`src/rtl/i2s_transmitter.sv`:
```
// Philips I2S transmitter: derives BCLK/LRCLK from CLK and serializes one stereo PCM pair per frame.
// Build option: define MUTE_ON_UNDERRUN_EN to send a silent frame on underrun instead of repeating the last pair.
module i2s_transmitter #(
  parameter int CLK_DIV      = 8,
  parameter int SAMPLE_WIDTH = 16,
  parameter int SLOT_WIDTH   = 32
) (
  input  logic                           CLK,
  input  logic                           RESET,
  input  logic signed [SAMPLE_WIDTH-1:0] SAMPLE_L,
  input  logic signed [SAMPLE_WIDTH-1:0] SAMPLE_R,
  input  logic                           SAMPLE_VALID,
  output logic                           SAMPLE_READY,
  output logic                           BCLK,
  output logic                           LRCLK,
  output logic                           SDATA,
  output logic                           FRAME_START,
  output logic                           UNDERRUN
);

  localparam int DIV_W = (CLK_DIV > 1) ? $clog2(CLK_DIV) : 1;
  localparam int CNT_W = $clog2(2 * SLOT_WIDTH);
  localparam int IDX_W = (SAMPLE_WIDTH > 1) ? $clog2(SAMPLE_WIDTH) : 1;

  localparam logic [DIV_W-1:0] DIV_LAST   = DIV_W'(CLK_DIV - 1);
  localparam logic [CNT_W-1:0] CNT_LAST   = CNT_W'(2 * SLOT_WIDTH - 1);
  localparam logic [CNT_W-1:0] SLOT_CNT   = CNT_W'(SLOT_WIDTH);
  localparam logic [CNT_W-1:0] SAMPLE_CNT = CNT_W'(SAMPLE_WIDTH);

  logic [DIV_W-1:0]        div_q, div_d;
  logic [CNT_W-1:0]        cnt_q, cnt_d;
  logic                    bclk_q, bclk_d;
  logic                    lrclk_q, lrclk_d;
  logic                    sdata_q, sdata_d;
  logic                    frame_start_q, frame_start_d;
  logic                    underrun_q, underrun_d;
  logic                    full_q, full_d;
  logic [SAMPLE_WIDTH-1:0] hold_l_q, hold_l_d, hold_r_q, hold_r_d;
  logic [SAMPLE_WIDTH-1:0] out_l_q, out_l_d, out_r_q, out_r_d;

  logic                    fall;
  logic                    right;
  logic [CNT_W-1:0]        pos;
  logic [SAMPLE_WIDTH-1:0] word;
  logic [IDX_W-1:0]        bit_sel;

  always_comb begin
    // NOTE: every variable gets a default before any branch so no path can leave it unassigned and infer a latch.
    div_d         = div_q;
    cnt_d         = cnt_q;
    bclk_d        = bclk_q;
    lrclk_d       = lrclk_q;
    sdata_d       = sdata_q;
    frame_start_d = 1'b0;
    underrun_d    = 1'b0;
    full_d        = full_q;
    hold_l_d      = hold_l_q;
    hold_r_d      = hold_r_q;
    out_l_d       = out_l_q;
    out_r_d       = out_r_q;
    fall          = 1'b0;
    right         = 1'b0;
    pos           = '0;
    word          = '0;
    bit_sel       = '0;

    if (div_q == DIV_LAST) begin
      div_d  = '0;
      bclk_d = ~bclk_q;
      fall   = bclk_q;
    end else begin
      div_d = div_q + DIV_W'(1);
    end

    if (SAMPLE_VALID && !full_q) begin
      hold_l_d = SAMPLE_L;
      hold_r_d = SAMPLE_R;
      full_d   = 1'b1;
    end

    if (fall) begin
      cnt_d   = (cnt_q == CNT_LAST) ? '0 : cnt_q + CNT_W'(1);
      right   = (cnt_d >= SLOT_CNT);
      pos     = right ? cnt_d - SLOT_CNT : cnt_d;
      lrclk_d = right;
      word    = right ? out_r_q : out_l_q;
      // Slot position 0 is the Philips one-bit delay; the MSB follows at position 1.
      if (pos != '0 && pos <= SAMPLE_CNT) begin
        bit_sel = IDX_W'(SAMPLE_CNT - pos);
        sdata_d = word[bit_sel];
      end else begin
        sdata_d = 1'b0;
      end

      if (cnt_d == '0) begin
        frame_start_d = 1'b1;
        if (full_q) begin
          out_l_d = hold_l_q;
          out_r_d = hold_r_q;
          full_d  = 1'b0;
        end else begin
          underrun_d = 1'b1;
`ifdef MUTE_ON_UNDERRUN_EN
          out_l_d = '0;
          out_r_d = '0;
`else
          out_l_d = out_l_q;
          out_r_d = out_r_q;
`endif
        end
      end
    end
  end

  always_ff @(posedge CLK or posedge RESET) begin
    if (RESET) begin
      div_q         <= '0;
      cnt_q         <= CNT_LAST;
      bclk_q        <= 1'b0;
      lrclk_q       <= 1'b1;
      sdata_q       <= 1'b0;
      frame_start_q <= 1'b0;
      underrun_q    <= 1'b0;
      full_q        <= 1'b0;
      hold_l_q      <= '0;
      hold_r_q      <= '0;
      out_l_q       <= '0;
      out_r_q       <= '0;
    end else begin
      // NOTE: non-blocking assignments so every register samples the pre-edge state regardless of statement order.
      div_q         <= div_d;
      cnt_q         <= cnt_d;
      bclk_q        <= bclk_d;
      lrclk_q       <= lrclk_d;
      sdata_q       <= sdata_d;
      frame_start_q <= frame_start_d;
      underrun_q    <= underrun_d;
      full_q        <= full_d;
      hold_l_q      <= hold_l_d;
      hold_r_q      <= hold_r_d;
      out_l_q       <= out_l_d;
      out_r_q       <= out_r_d;
    end
  end

  assign SAMPLE_READY = ~full_q;
  assign BCLK         = bclk_q;
  assign LRCLK        = lrclk_q;
  assign SDATA        = sdata_q;
  assign FRAME_START  = frame_start_q;
  assign UNDERRUN     = underrun_q;

endmodule

```
`config.mk`:
```
export PLATFORM = sky130hd
export DESIGN_NAME = i2s_transmitter
export DESIGN_NICKNAME = d
export VERILOG_FILES = /design/src/rtl/i2s_transmitter.sv
export SDC_FILE = /design/constraint.sdc
export NUM_CORES = 1
export LEC_CHECK = 0
export BUFFER_PORTS_ARGS = -buffer_cell sky130_fd_sc_hd__clkbuf_2
export CAP_MARGIN = 20
export CORE_AREA = 4 4 72 100
export DETAILED_ROUTE_END_ITERATION = 12
export DIE_AREA = 0 0 76 104
export PLACE_DENSITY = 0.79
export SKIP_LAST_GASP = 1
export SLEW_MARGIN = 25
export SYNTH_ARGS = -nofsm -noshare
export SYNTH_HDL_FRONTEND = slang
export SYNTH_SLANG_ARGS = --single-unit
```
`constraint.sdc`:
```
create_clock -name CLK -period 6.9 [get_ports CLK]
set_input_delay 1.38 -clock CLK [delete_from_list [all_inputs] [get_ports CLK]]
set_output_delay 1.38 -clock CLK [all_outputs]
set_load 0.02 [all_outputs]
```
==> results of run 1 <==
## path summary, 6_finish.rpt
check                                     start               endpoint  slack, ns  cells past startpoint
min reg2reg                  div_q[0]$_DFF_PP0_     div_q[0]$_DFF_PP0_       0.43                      1
max reg2reg                cnt_q[0]$_DFFE_PP1P_      SDATA$_DFFE_PP0P_       4.27                      8
max                        cnt_q[0]$_DFFE_PP1P_      SDATA$_DFFE_PP0P_       4.27                      8
max in group asynchronous                 RESET     div_q[0]$_DFF_PP0_       5.24                      3
min                          div_q[0]$_DFF_PP0_     div_q[0]$_DFF_PP0_       0.43                      1
min in group asynchronous                 RESET  FRAME_START$_DFF_PP0_       1.18                      3
## cell usage after synthesis, drive strengths merged, types with 2 or more instances
| library cell | instances | area, um2 |
|---|---|---|
| a211oi | 2 | 15.0 |
| a21boi | 2 | 15.0 |
| a21oi | 11 | 70.1 |
| a311o | 2 | 20.0 |
| a31oi | 3 | 18.8 |
| and2 | 3 | 18.8 |
| and3 | 3 | 28.8 |
| buf | 12 | 96.3 |
| clkbuf | 4 | 20.0 |
| dfrtp | 72 | 1800 |
| dfstp | 7 | 184 |
| ha | 3 | 37.5 |
| inv | 2 | 7.51 |
| mux2 | 65 | 841 |
| mux2i | 4 | 40.0 |
| nand2 | 20 | 97.6 |
| nand3 | 10 | 62.6 |
| nand4 | 2 | 12.5 |
| nor2 | 7 | 33.8 |
| nor2b | 3 | 18.8 |
| nor3 | 4 | 20.0 |
| o21a | 3 | 23.8 |
| o21ai | 6 | 41.3 |
| xnor2 | 4 | 35.0 |
## registers in the layout, indices dropped and copies added (netlist names), 3 cells and up
signal / count
hold_l_q: 16
hold_r_q: 16
out_l_q: 16
out_r_q: 16
cnt_q: 6
div_q: 3
## final cells by class
type	instances	area share
clock buffers	10	0.0314
multi-input cells	170	0.387
well taps	72	0.0222
repair buffers	42	0.0539
inverters	2	0.00185
clock inverters	6	0.0151
flip-flops and latches	79	0.489
## kinds of logic after synthesis
kind of cell    after synthesis  share of synthesized area
fa+ha+maj                     3                     0.0102
compound gates               38                     0.0782
flops                        79                      0.540
simple gates                 55                     0.0870
xor+xnor                      5                     0.0119
mux                          69                      0.239
buf+inv                      18                     0.0337
## worst reg2reg max path, cell delays in order (launching register included)
cell     delay (ns)
dfstp_2        0.61
ha_1           0.36
and3_4         0.26
a31oi_1        0.14
nor2_1         0.27
nand2_1        0.11
xnor2_1        0.17
a311o_1        0.37
a32o_1         0.25
## per-layer routing
layer | global-route usage | vias to the layer above | routed length, um
met5 | 0 | - | 0
met2 | 0.287 | 48 | 3420
li1 | - | 1029 | -
met3 | 0.0511 | 14 | 233
met1 | 0.214 | 1085 | 2770
met4 | 0.0827 | 0 | 180
## stage by stage
| stage | instance area [um2] | hold slack, ns | setup WS, ns | power [W] | instances |
|---|---|---|---|---|---|
| final | 4060 | 0.432 | 4.27 | 0.000872 | 381 |
| after CTS | 4060 | 0.443 | 4.28 | 0.000884 | 381 |
| after global routing | 4060 | 0.454 | 4.09 | 0.000911 | 381 |
| after global placement | 3870 | 0.414 | 4.02 | 0.000550 | 365 |
| after detailed placement | 3870 | 0.432 | 3.95 | 0.000554 | 365 |
| after floorplan | 3680 | 0.403 | 3.51 | 0.000533 | 267 |
## report_power, final
group / switching [W] / internal (W) / total (W)
Sequential: 0.0000139 / 0.000487 / 0.000501
Combinational: 0.0000167 / 0.0000255 / 0.0000422
Clock: 0.000163 / 0.000166 / 0.000329
Total: 0.000193 / 0.000679 / 0.000872
==> reports/qor.yml, run 1 <==
global_routing:
  grt.total_usage: 0.176
  grt_pass1_vias: 2323
  grt_max_degree: 80
  antenna_found_initial: 0
  grt_overflow_total: 0
  grt_pass1_wl_um: 11200
routing:
  totalWireLength_um: 6610
  drc_errors: 0
  first_pass_iters: 4
  ant_nets: 0
  wire_per_inst_um: 17.4
  drt-initial-drc-count: 75
  via_per_inst: 5.71
  vias: 2176
critical_path:
  required_ns: 7.14
  criticalPathCategory: "flop to flop"
  cp_slowest_cell: "dfstp_2"
  critPathMaxFanout: 8
  crit_arrival_ns: 2.88
  path_buf_inv: 0
  crit_family: "compound AO/OA/AOI/OAI gates"
  critPathLaunchType: "flop"
  worst_setup_path_end_kind: "flop"
  slowest_delay_ns: 0.61
  cp_cell_sequence: "ha_1, and3_4, a31oi_1, nor2_1, nand2_1, xnor2_1, a311o_1, a32o_1"
final_layout:
  final_cell_mix: "72 x dfrtp_1, 40 x clkbuf_2, 35 x mux2_2, 29 x mux2_4, 17 x nand2_1"
  regArea_um2: 1990
  layout.nets: 342
  fill_cells: 485
  areaGrowthSynthToFinish_pct: 10.4
  diodes: 0
  drive_gt1_frac: 0.469
  final_common_cell: "dfrtp_1"
  multi_input_comb_area_um2: 1570
  fin_util: 0.650
yosys:
  ys_ff_latch: 79
  synth_cell_type_count: 52
  synthArstFlopShare: 1.00
  synth_area_um2: 3680
  synth_edf_count: 0
  synth_area_per_cell_um2: 13.8
  synth_top_flop_cell: "dfrtp_1"
  syn_nets: 305
  ys_seq_area_frac: 0.540
  yosysWarnings: 0
  synthCells: 267
sta:
  fin_crit_ns: 2.63
  timing.fmax_mhz: 380
  finalHoldViolCount: 0
  min_period_over_period: 0.382
  worst_pin_slew_ns: 0.685
  skew_ns: 0.00712
  setup_viol: 0
  rsz0062_at_grt: "false"
  drv_slew: 0
  fin_tns_setup_ns: 0
  slew_headroom: 0.543
power_and_ir_drop:
  power.density_nw_per_um2: 215
  peakVddDrop_v: 0.000215
  p_leak_nw: 1.97
hold_path:
  min_path_type: "flop to flop"
placement:
  port_buffers: 40
  place_hpwl_um: 4570
  gp_congestion: 0.872
cts:
  insertion_delay_ns: 0.35
  cts-buffers-inserted: 9
  cts_resized: 0
  cts_buffer_depth: 2
  cts.sink_count: 79
  root_buffer: "clkbuf_8"
  htreeDepth: 3
  cts_setup_buffers: 0
  cts_tree: "yes"
  cts.clk_slew.worst_paths_ns: 0.08
  holdBufCountCts: 0
die:
  die_y_um: 104
  num_rows: 34
  initial_core_util: 0.588
  die_area_um2: 7900
  ioPinCount: 41
  core_um2: 6250
  die_w_um: 76
job:
  maxCapViolCount: 0
run_status:
  status: "completed"
Note: power is estimated with default switching activity, not from simulation.
==> run 2, diff against run 1 <==
- ABC_AREA: default -> 1
- CORE_AREA: 4 4 72 100 -> 4 4 72 101
- DIE_AREA: 0 0 76 104 -> 0 0 76 105
- PLACE_DENSITY: 0.79 -> 0.78
- clock period: 6.9 -> 2.43 ns (I/O delays scaled with it)
==> run 2 against run 1 <==
Net effect:
- fmax rose by 18%
- global-route usage rose by 0.33 points
- wire length fell by 0.35%
- area after synthesis fell by 1.4%
- combinational power rose by 150%
- sequential power rose to 2.8 times the previous value
- highest routed layer unchanged
==> reports/qor.yml, run 2 <==
run_status:
  status: "completed"
global_routing:
  grt_pass1_vias: 2662
  grt_use_met3: 0.0293
  grt_pass1_wl_um: 11500
  grt_max_degree: 51
  use_met2: 0.296
  top_usage_layer: "met2"
  grt_overflow_total: 0
  antenna_found_initial: 0
  use_met1: 0.213
  grt.total_usage: 0.180
critical_path:
  slowest_delay_ns: 0.60
  critPathMaxFanout: 32
  path_buf_inv: 1
  cp_slowest_cell: "dfstp_2"
  critPathLaunchType: "flop"
  crit_arrival_ns: 2.52
  cp_cell_sequence: "ha_1, nand2_4, nor2_4, nand2_4, nand3_4, nand2_2, nor2_4, nand2_4, nor2_8, buf_4, nand2_1, nand2_1"
  criticalPathCategory: "flop to flop"
  worst_setup_path_end_kind: "flop"
  crit_top_cell: "nand2_4"
  crit_family: "simple AND/OR/NAND/NOR gates"
  required_ns: 2.72
placement:
  gp_congestion: 0.881
  dp_cells: 489
  dp_slack_ns: 0.217
  place_hpwl_um: 4780
  port_buffers: 40
cts:
  insertion_delay_ns: 0.36
  cts_setup_buffers: 0
  cts.sink_count: 79
  cts-buffers-inserted: 9
  cts.clk_slew.worst_paths_ns: 0.08
  root_buffer: "clkbuf_8"
  cts_buffer_depth: 2
  htreeDepth: 3
  cts_tree: "yes"
yosys:
  synth_compound_area_frac: 0.0683
  syn_nets: 422
  synth_most_common_cell: "nand2_1"
  synth.cells.most_frequent: "111 x nand2_1, 72 x dfrtp_1, 35 x nor2_1, 34 x inv_1"
  synthArstFlopShare: 1.00
  yosysWarnings: 0
  synthCells: 384
  synth_top_family_by_area: "simple AND/OR/NAND/NOR gates"
  synth_top_flop_cell: "dfrtp_1"
  synth_adder_area_share: 0.0103
  synthXorXnorAreaFrac: 0.00724
  synth-simple-area-share: 0.232
  synth_edf_count: 0
  synth_cell_type_count: 30
  synth_area_um2: 3630
  ys_ff_latch: 79
  yosysTopAreaCellShare: 0.497
  synth_largest_area_cell: "dfrtp_1"
  ys_top_cells_by_area: "dfrtp_1 50%, nand2_1 11%, mux2_2 6.8%"
  synth_area_per_cell_um2: 9.45
  synthMuxAreaShare: 0.0683
  ys_seq_area_frac: 0.547
final_layout:
  final_cell_mix: "111 x nand2_1, 72 x dfrtp_1, 40 x clkbuf_2, 35 x nor2_1, 33 x inv_1"
  drive_gt1_frac: 0.277
  diodes: 0
  fill_cells: 519
  regArea_um2: 1990
  layout.nets: 464
  final_common_cell: "nand2_1"
  areaGrowthSynthToFinish_pct: 12.2
  fin_util: 0.632
  multi_input_comb_area_um2: 1410
  final_cells: 504
sta:
  fin_tns_setup_ns: 0
  skew_ns: 0.0110
  timing.hold.ws_ns: 0.204
  finalHoldViolCount: 0
  fin_crit_ns: 2.23
  final.setup.worst_slack_ns: 0.201
  min_period_over_period: 0.917
  setup_viol: 0
  worst_pin_slew_ns: 0.671
  timing.fmax_mhz: 449
  drv_slew: 0
  slew_headroom: 0.552
  rsz0062_at_grt: "false"
die:
  core_um2: 6440
  die_w_um: 76
  ioPinCount: 41
  initial_core_util: 0.563
  die_y_um: 105
  num_rows: 35
  die_area_um2: 7980
routing:
  totalWireLength_um: 6590
  via_per_inst: 5.15
  ant_nets: 0
  first_pass_iters: 4
  wire_per_inst_um: 13.1
  drt-initial-drc-count: 106
  vias: 2595
  drc_errors: 0
job:
  maxCapViolCount: 0
power_and_ir_drop:
  peakVddDrop_v: 0.000493
  power.density_nw_per_um2: 605
  p_leak_nw: 2.11
hold_path:
  min_path_type: "primary input to asynchronous set/reset pin"
## run 2: changes by cell type after synthesis, moves of 4 or more
cell,before,now
inv_1,2,34
mux2_4,29,0
nor3_1,4,0
nand2_1,17,111
mux2i_1,4,0
o21ai_0,5,14
o21ai_2,0,10
nor2_1,6,35
nand3_1,9,22
mux2_2,35,22
o21ai_1,0,5
nand2_2,0,5
## run 2: cell type report
class | count | share of cell area
clock buffers | 12 | 0.0381
clock inverters | 3 | 0.0105
inverters | 37 | 0.0357
multi-input cells | 255 | 0.346
flip-flops and latches | 79 | 0.488
well taps | 74 | 0.0227
repair buffers | 44 | 0.0596
## run 2: path summary, 6_finish.rpt
check	from	to	slack [ns]	cells past startpoint
worst min-delay path	RESET	UNDERRUN$_DFF_PP0_	0.20	2
min in group CLK	SAMPLE_L[15]	hold_l_q[15]$_DFFE_PP0P_	0.36	2
worst min register to register	div_q[0]$_DFF_PP0_	div_q[0]$_DFF_PP0_	0.42	1
worst max-delay path	cnt_q[0]$_DFFE_PP1P_	out_l_q[4]$_DFFE_PP0P_	0.20	12
worst max register to register	cnt_q[0]$_DFFE_PP1P_	out_l_q[4]$_DFFE_PP0P_	0.20	12
max in group asynchronous	RESET	hold_l_q[12]$_DFFE_PP0P_	1.57	3
## run 2: power by group
part | switching (W) | internal [W]
clock network | 0.000456 | 0.000524
logic | 0.0000530 | 0.0000513
registers | 0.0000198 | 0.00136
## run 2: cells by family (layout without fill, tap and decap cells)
family	after synthesis	after routing
and+or+nand+nor	186	186
buffers and inverters	50	96
muxes	22	22
xor gates and xnor gates	3	3
AOI/OAI and AO/OA	41	41
DFF	79	79
adders and majority gates	3	3
## run 2: metrics by stage
stage | total power (W) | instance area, um2
2_1_floorplan | 0.00146 | 3630
3_3_place_gp | 0.00151 | 3870
3_5_place_dp | 0.00151 | 3870
4_1_cts | 0.00249 | 4070
5_1_grt | 0.00255 | 4070
6_report | 0.00246 | 4070
## run 2: what timing repair did
item / CTS / global route
resized for setup: 0 / 1
setup endpoints to repair: 0 / 1
hold buffers: 0 / 0
## run 2: per-layer routing
layer / part of all wire / up-vias
li1: - / 1292
met1: 0.41 / 1228
met2: 0.52 / 58
met3: 0.038 / 17
met4: 0.033 / 0
met5: 0 / -
==> run 3, diff against run 2 <==
- CORE_AREA: 4 4 72 101 -> 4 4 92 128
- DIE_AREA: 0 0 76 105 -> 0 0 96 132
- PLACE_DENSITY: 0.78 -> 0.51
==> run 3 against run 2 <==
Net effect:
- clock skew decreased by 0.0035 ns
- power increased by 15%
- global-route usage decreased by 5.0 points
- cell area rose by 4.8%
- die area is 59% higher
- worst setup slack better by 0.0049 ns
- wire length grew 12%
- sequential power barely moved
- fmax increased by 0.22%
- register-to-register slack about the same
- core utilization fell by 24 points
- non-clock buffer count increased by 2
==> reports/qor.yml, run 3 (synthesis gave the netlist of run 2 again) <==
run_status:
  status: "completed"
die:
  core_um2: 10800
  num_rows: 45
  die_y_um: 132
  die_w_um: 96
  initial_core_util: 0.337
  die_area_um2: 12700
  ioPinCount: 41
routing:
  wire_per_inst_um: 12.8
  drt-initial-drc-count: 126
  vias: 2599
  first_pass_iters: 4
  via_per_inst: 4.53
  ant_nets: 0
  totalWireLength_um: 7350
  drc_errors: 0
final_layout:
  final_common_cell: "nand2_1"
  diodes: 0
  areaGrowthSynthToFinish_pct: 17.6
  fill_cells: 1093
  final_cell_mix: "111 x nand2_1, 72 x dfrtp_1, 40 x clkbuf_2, 35 x nor2_1, 33 x inv_1"
  drive_gt1_frac: 0.282
  layout.nets: 466
  final_area_um2: 4270
  multi_input_comb_area_um2: 1400
  regArea_um2: 1990
power_and_ir_drop:
  swShare: 0.214
  power_frac_comb: 0.037
  p_sw_w: 0.000608
  p_leak_nw: 2.15
  power.density_nw_per_um2: 666
  pwr-share-seq: 0.486
  clkPwrFrac: 0.477
  peakVddDrop_v: 0.000499
  intPower_w: 0.00224
cts:
  cts-buffers-inserted: 9
  cts.sink_count: 79
  cts_buffer_depth: 2
  htreeDepth: 3
  cts.clk_slew.worst_paths_ns: 0.06
  insertion_delay_ns: 0.34
  cts_tree: "yes"
  holdBufCountCts: 0
  root_buffer: "clkbuf_16"
  cts_setup_buffers: 0
  cts_resized: 0
sta:
  fin_crit_ns: 2.22
  drv_slew: 0
  skew_ns: 0.00744
  rsz0062_at_grt: "false"
  setup_viol: 0
  worst_pin_slew_ns: 0.432
  timing.fmax_mhz: 450
  final.setup.worst_slack_ns: 0.206
  min_period_over_period: 0.915
  finalHoldViolCount: 0
  fin_tns_setup_ns: 0
  slew_headroom: 0.712
global_routing:
  grt_pass1_wl_um: 12800
  grt_overflow_total: 0
  antenna_found_initial: 0
  grt_pass1_vias: 2644
  grt_max_degree: 80
  grt.total_usage: 0.130
critical_path:
  reg2regPathDepth: 14
  critPathLaunchType: "flop"
  r2r_end: "out_r_q[5]$_DFFE_PP0P_"
  reg2reg_slack_ns: 0.21
  worst_setup_path_end_kind: "flop"
  crit_arrival_ns: 2.44
  required_ns: 2.64
  critPathMaxFanout: 33
  criticalPathCategory: "flop to flop"
  reg2reg_from: "cnt_q[0]$_DFFE_PP1P_"
placement:
  port_buffers: 40
  place_hpwl_um: 5300
  place_area_um2: 3970
  gp_congestion: 0.879
  dp_slack_ns: 0.191
job:
  maxCapViolCount: 0
hold_path:
  min_path_type: "primary input to asynchronous set/reset pin"
[run 3: cell types whose count changed in the layout (fill, tap and decap cells not counted)]
cell	before	now
clkbuf_16	0	9
nor2_4	3	2
clkinvlp_4	2	4
clkbuf_8	11	1
nor2_2	1	2
buf_4	3	5
[run 3: area by class of cell]
class | count | area share
flip-flops and latches | 79 | 0.465
multi-input cells | 255 | 0.328
repair buffers | 46 | 0.0604
clock buffers | 11 | 0.0569
well taps | 141 | 0.0413
inverters | 37 | 0.0340
clock inverters | 5 | 0.0135
[run 3: power groups by stage]
stage	sequential [W]	combinational [W]	clock [W]
2_1_floorplan	0.00140	0.0000639	0
3_3_place_gp	0.00141	0.000108	0
3_5_place_dp	0.00141	0.000111	0
4_1_cts	0.00138	0.000111	0.00139
5_1_grt	0.00139	0.000122	0.00146
6_report	0.00138	0.000105	0.00136
[run 3: worst max-delay path, stage by stage, from the launching register on]
cell	delay (ns)
dfstp_2	0.59
ha_1	0.24
nand2_4	0.08
nor2_4	0.14
nand2_4	0.08
inv_2	0.05
nor2_1	0.04
nand2_2	0.09
nand2_2	0.09
nor2_4	0.10
nand2_4	0.08
nor2_8	0.16
inv_4	0.17
nand2_1	0.11
o21ai_2	0.05
[run 3: per-layer routing]
layer,part of all wire,global-route usage,vias up
li1,-,-,1304
met1,0.44,0.165,1216
met2,0.49,0.203,63
met3,0.038,0.0308,16
met4,0.029,0.0665,0
met5,0,0,-
[run 3: worst max-delay path by stage]
stage | from | end
detailed placement | cnt_q[0]$_DFFE_PP1P_ | out_r_q[3]$_DFFE_PP0P_
CTS | cnt_q[0]$_DFFE_PP1P_ | out_r_q[5]$_DFFE_PP0P_
global placement | cnt_q[0]$_DFFE_PP1P_ | out_l_q[12]$_DFFE_PP0P_
global route | cnt_q[0]$_DFFE_PP1P_ | out_l_q[8]$_DFFE_PP0P_
finish | cnt_q[0]$_DFFE_PP1P_ | out_r_q[5]$_DFFE_PP0P_
floorplan | cnt_q[0]$_DFFE_PP1P_ | out_r_q[10]$_DFFE_PP0P_
[run 3: through the flow]
stage               power [W]  hold slack, ns  std cells   util
finish                0.00284           0.227        574  0.397
global route          0.00297           0.263        574  0.397
CTS                   0.00289           0.259        574  0.397
detailed placement    0.00152           0.420        558  0.369
global placement      0.00151           0.420        558  0.369
floorplan             0.00146           0.403        384      -
